--- config.mk ---
export PLATFORM = sky130hd
export DESIGN_NAME = add8_seq_ctrl
export DESIGN_NICKNAME = d
export VERILOG_FILES = /design/src/rtl/add8_seq_ctrl.sv
export SDC_FILE = /design/constraint.sdc
export NUM_CORES = 1
export LEC_CHECK = 0
export ABC_AREA = 1
export ABC_CLOCK_PERIOD_IN_PS = 6300
export CAP_MARGIN = 10
export CORE_MARGIN = 1.5
export CORE_UTILIZATION = 49
export DETAILED_ROUTE_END_ITERATION = 10
export PLACE_DENSITY_LB_ADDON = 0.08
export SLEW_MARGIN = 30
export SYNTH_ARGS = -nofsm -noshare
export SYNTH_HDL_FRONTEND = slang
export SYNTH_SLANG_ARGS = --single-unit
--- constraint.sdc ---
create_clock -name clk -period 6.3 [get_ports clk]
set_input_delay 1.26 -clock clk [delete_from_list [all_inputs] [get_ports clk]]
set_output_delay 1.26 -clock clk [all_outputs]
set_load 0.1 [all_outputs]
--- src/rtl/add8_seq_ctrl.sv ---
// Byte-serial (8*NBYTES)-bit adder controller: drives one external 8-bit adder
// a byte per clock, LSB first, chaining the carry through a register.
module add8_seq_ctrl #(
    parameter int NBYTES = 4,
    localparam int W = 8 * NBYTES
) (
    input  logic         clk,
    input  logic         rst,
    input  logic         start,
    input  logic [W-1:0] a_in,
    input  logic [W-1:0] b_in,
    input  logic         cin,
    output logic [7:0]   add_a,
    output logic [7:0]   add_b,
    output logic         add_cin,
    input  logic [7:0]   add_s,
    input  logic         add_cout,
    output logic         busy,
    output logic         done,
    output logic [W-1:0] sum,
    output logic         cout,
    output logic [1:0]   state_dbg
);

    localparam int IW = (NBYTES > 1) ? $clog2(NBYTES) : 1;
    localparam logic [IW-1:0] LAST_IDX = IW'(NBYTES - 1);

    typedef enum logic [1:0] {
        S_IDLE = 2'd0,
        S_RUN  = 2'd1,
        S_DONE = 2'd2
    } state_e;

    state_e                  state_q, state_d;
    logic [IW-1:0]           idx_q, idx_d;
    logic [NBYTES-1:0][7:0]  a_q, a_d;
    logic [NBYTES-1:0][7:0]  b_q, b_d;
    logic                    carry_q, carry_d;
    logic [NBYTES-1:0][7:0]  sum_q, sum_d;
    logic                    cout_q, cout_d;

    always_ff @(posedge clk or posedge rst) begin
        if (rst) begin
            state_q <= S_IDLE;
            idx_q   <= '0;
            a_q     <= '0;
            b_q     <= '0;
            carry_q <= 1'b0;
            sum_q   <= '0;
            cout_q  <= 1'b0;
        end else begin
            state_q <= state_d;
            idx_q   <= idx_d;
            a_q     <= a_d;
            b_q     <= b_d;
            carry_q <= carry_d;
            sum_q   <= sum_d;
            cout_q  <= cout_d;
        end
    end

    always_comb begin
        state_d = state_q;
        idx_d   = idx_q;
        a_d     = a_q;
        b_d     = b_q;
        carry_d = carry_q;
        sum_d   = sum_q;
        cout_d  = cout_q;
        case (state_q)
            S_IDLE: begin
                // The previous result stays visible until a new operation is accepted.
                if (start) begin
                    a_d     = a_in;
                    b_d     = b_in;
                    carry_d = cin;
                    idx_d   = '0;
                    sum_d   = '0;
                    cout_d  = 1'b0;
                    state_d = S_RUN;
                end
            end
            S_RUN: begin
                sum_d[idx_q] = add_s;
                carry_d      = add_cout;
                if (idx_q == LAST_IDX) begin
                    cout_d  = add_cout;
                    state_d = S_DONE;
                end else begin
                    idx_d = idx_q + 1'b1;
                end
            end
            S_DONE: begin
                idx_d   = '0;
                state_d = S_IDLE;
            end
            default: begin
                state_d = S_IDLE;
            end
        endcase
    end

    always_comb begin
        add_a   = 8'h00;
        add_b   = 8'h00;
        add_cin = 1'b0;
        if (state_q == S_RUN) begin
            add_a   = a_q[idx_q];
            add_b   = b_q[idx_q];
            add_cin = carry_q;
        end
        busy      = (state_q != S_IDLE);
        done      = (state_q == S_DONE);
        sum       = sum_q;
        cout      = cout_q;
        state_dbg = state_q;
    end

endmodule

==> metrics.csv <==
stage,metric,value,unit
floorplan,die area,0.01051,mm²
worst_setup_path,crit-path max cell delay,0.98,ns
synthesis,#FFs+latches synth,102,
worst_setup_path,r2r setup slk,3.73,ns
synthesis,Mapped Cells,557,
worst_setup_path,RR Endpoint,sum[15]$_DFFE_PP0P_,
clock_network,root buffer cell,clkbuf_8,
cells_and_area,area growth from synthesis to layout,30.23,%
routing,WL per Instance,14.61,µm
cells_and_area,final-layout fill cell count,845,
min_path,worst hold-check path type,register to register,
synthesis,post-synthesis sequential area ratio,0.5258,
cells_and_area,Layout Nets,752,
global_routing,Tot GR Track Use,0.2319,
clock_network,Post-CTS Resized,0,
timing,Final Cycle Share,0.7184,
timing,setup_tns,0,ns
routing,Vias,4085,
global_routing,first-pass GRT wire length,18750,µm
worst_setup_path,startpoint types,register,
synthesis,Syn Area/Cell,8.716,µm²
timing,skew final,0.01233,ns
clock_network,Max Buffers Root-to-Sink,2,
global_routing,vias in the first global route,3844,
cells_and_area,layout cell share with drive strength beyond 1,0.1154,
worst_setup_path,"Buf+Inv Stages, Crit Path",2,
floorplan,DIE WIDTH,102.5,µm
floorplan,Initial Utilization,0.5013,
synthesis,top-area cell type share of the netlist area,0.5258,
global_routing,largest net degree at the start of global routing,76,
floorplan,chip height,102.5,µm
min_path,hold-critical path depth,2,
routing,DRT iter0 DRCs,197,
floorplan,io pins,131,
timing,Fin Hold WS,0.5165,ns
worst_setup_path,WP data required,5.04,ns
timing,"Slew Viols, Final",0,
timing,unrepaired setup endpoints after global routing,false,
routing,# DRC,0,
global_routing,grt ovf,0,
worst_setup_path,Worst setup EP type,output port,
worst_setup_path,crit-path leading delay family,buffers and inverters,
worst_setup_path,Slowest cell on crit path,clkdlybuf4s50_1,
clock_network,Post-CTS Hold Buffers,0,
floorplan,core area,0.009684,mm²
timing,slew margin rel.,0.3208,
global_routing,initial antenna violation count,0,
clock_network,Sink Count,102,
routing,WL final,11820,µm
routing,DRT antenna net count,0,
synthesis,Post-Syn Nets,638,
clock_network,Post-CTS Setup Bufs,0,
routing,DRT Pass-1 Iters,5,
routing,vias per std cell,5.049,
min_path,Hold EP,sum[22]$_DFFE_PP0P_,
clock_network,Num CTS Buffers,9,
run,Max Cap Viol,0,
placement,# port buffers,130,
timing,minimum clock period after layout,4.526,ns
timing,fmax,221.0,MHz
synthesis,synth unique cells,20,
worst_setup_path,CP Max Fanout,20,
min_path,hold_sp,sum[22]$_DFFE_PP0P_,
placement,HPWL after DPL,8490,µm
floorplan,# rows,36,
clock_network,H-tree depth,3,
run_status,outcome,completed,
timing,Final Hold Violating Endpoints,0,
worst_setup_path,Critical Path AT,3.27,ns
worst_setup_path,Crit Path Category,register to output port,
clock_network,worst-skew pair later-pin latency,0.36,ns
worst_setup_path,worst reg2reg startpoint,idx_q[1]$_DFFE_PP0P_,
placement,GPL Wtd Cong,0.9485,
clock_network,"Reg clk slew, reported paths",0.09,ns
synthesis,cell area after synthesis,0.004855,mm²
clock_network,CTS tree,built,
synthesis,Ys Warns,0,
synthesis,Synth area leaders,"dfrtp_1, nand2_1, o21ai_2",
timing,Worst Tran Pin Value,1.016,ns
synthesis,largest area contributor in the netlist,dfrtp_1,
worst_setup_path,CP cell instances,clkinv_1 -> nand3_1 -> a21oi_1 -> clkdlybuf4s50_1,
worst_setup_path,Reg2Reg Depth,5,
timing,final setup fails,0,
cells_and_area,Inserted Diodes,0,
[registers in the layout, indices dropped and copies added, names as in the netlist]
signal and flops:
state_dbg 2, cout 1, sum 32, carry_q 1
b_q 32, a_q 32, idx_q 2
[cell usage in the layout (no fill, tap or decap)]
master           netlist  routed
nand2_2                2       2
nor2_4                 1       1
clkbuf_1               7       2
clkinv_1               1       1
inv_4                  0       2
inv_2                  4       4
ha_1                   4       4
o21ai_2               50      50
bufinv_16              0       1
clkinvlp_4             0       1
nand4_1                1       1
o21ai_1               14      14
buf_6                 13       1
nand2_1              154     154
nand3_1               77      77
o21ai_0               26      26
clkinv_2               0       1
clkbuf_8               0       9
a21oi_1               16      16
dfrtp_1              102     102
clkdlybuf4s50_1        0     130
clkinv_4               0       2
nand3_4                1       1
inv_1                 71      69
nor2_1                 2       2
buf_4                  1       3
[kinds of logic after synthesis]
logic type,after synthesis,share of synthesized area
flip-flops,102,0.5258
adder cells (fa/ha/maj),4,0.01031
AO/OA/AOI/OAI,106,0.1479
buffers and inverters,107,0.1062
AND/OR/NAND/NOR,238,0.2098
[how the worst max path moves through the flow]
stage	slack, ns	to	cells after the start	from
global placement	2.29	add_a[6]	4	idx_q[1]$_DFFE_PP0P_
finish	1.77	add_a[2]	4	idx_q[1]$_DFFE_PP0P_
detailed placement	2.19	add_b[4]	4	idx_q[1]$_DFFE_PP0P_
global route	1.60	add_a[0]	4	idx_q[1]$_DFFE_PP0P_
floorplan	1.99	add_a[5]	5	state_dbg[0]$_DFFE_PP0P_
CTS	1.78	add_b[4]	4	idx_q[1]$_DFFE_PP0P_
[through the flow]
stage          utilization  instances  setup slack [ns]  area, µm²
2_1_floorplan            -        557             1.986       4855
3_3_place_gp        0.6327        793             2.288       6127
3_5_place_dp        0.6327        793             2.187       6127
4_1_cts             0.6525        809             1.777       6319
5_1_grt             0.6528        809             1.601       6322
6_report            0.6528        809             1.774       6322
[per-layer routing]
| metal | vias to the layer above | wire, µm | GRT usage |
|---|---|---|---|
| met4 | 0 | 135 | 0.07376 |
| li1 | 2008 | - | - |
| met1 | 1955 | 5258 | 0.3251 |
| met3 | 12 | 800 | 0.05492 |
| met5 | - | 0 | 0 |
| met2 | 110 | 5628 | 0.3597 |
[area by class of cell]
| type | instances | area [µm²] | share of cell area |
|---|---|---|---|
| Inverter | 76 | 290.3 | 0.04591 |
| Sequential cell | 102 | 2552 | 0.4037 |
| Clock inverter | 5 | 60.06 | 0.009499 |
| Timing Repair Buffer | 134 | 1335 | 0.2112 |
| Tap cell | 133 | 166.4 | 0.02632 |
| Clock buffer | 11 | 131.4 | 0.02078 |
| Multi-Input combinational cell | 348 | 1787 | 0.2826 |
[cell usage after synthesis]
cell	n
a21oi_1	16
ha_1	4
inv_1	71
buf_4	1
inv_2	4
nand4_1	1
nand3_1	77
nand3_4	1
clkbuf_1	7
clkinv_1	1
buf_2	10
nand2_1	154
o21ai_2	50
nor2_4	1
nor2_1	2
dfrtp_1	102
o21ai_1	14
o21ai_0	26
nand2_2	2
buf_6	13
[worst min-delay path, delay by kind of cell (launching register included)]
kind | cells | cell delay [ns]
flops | 1 | 0.35
simple gates | 1 | 0.07
compound gates | 1 | 0.07
Power is not shown: default switching activity piles up to over one toggle a cycle in this logic, so the estimate is an artifact.
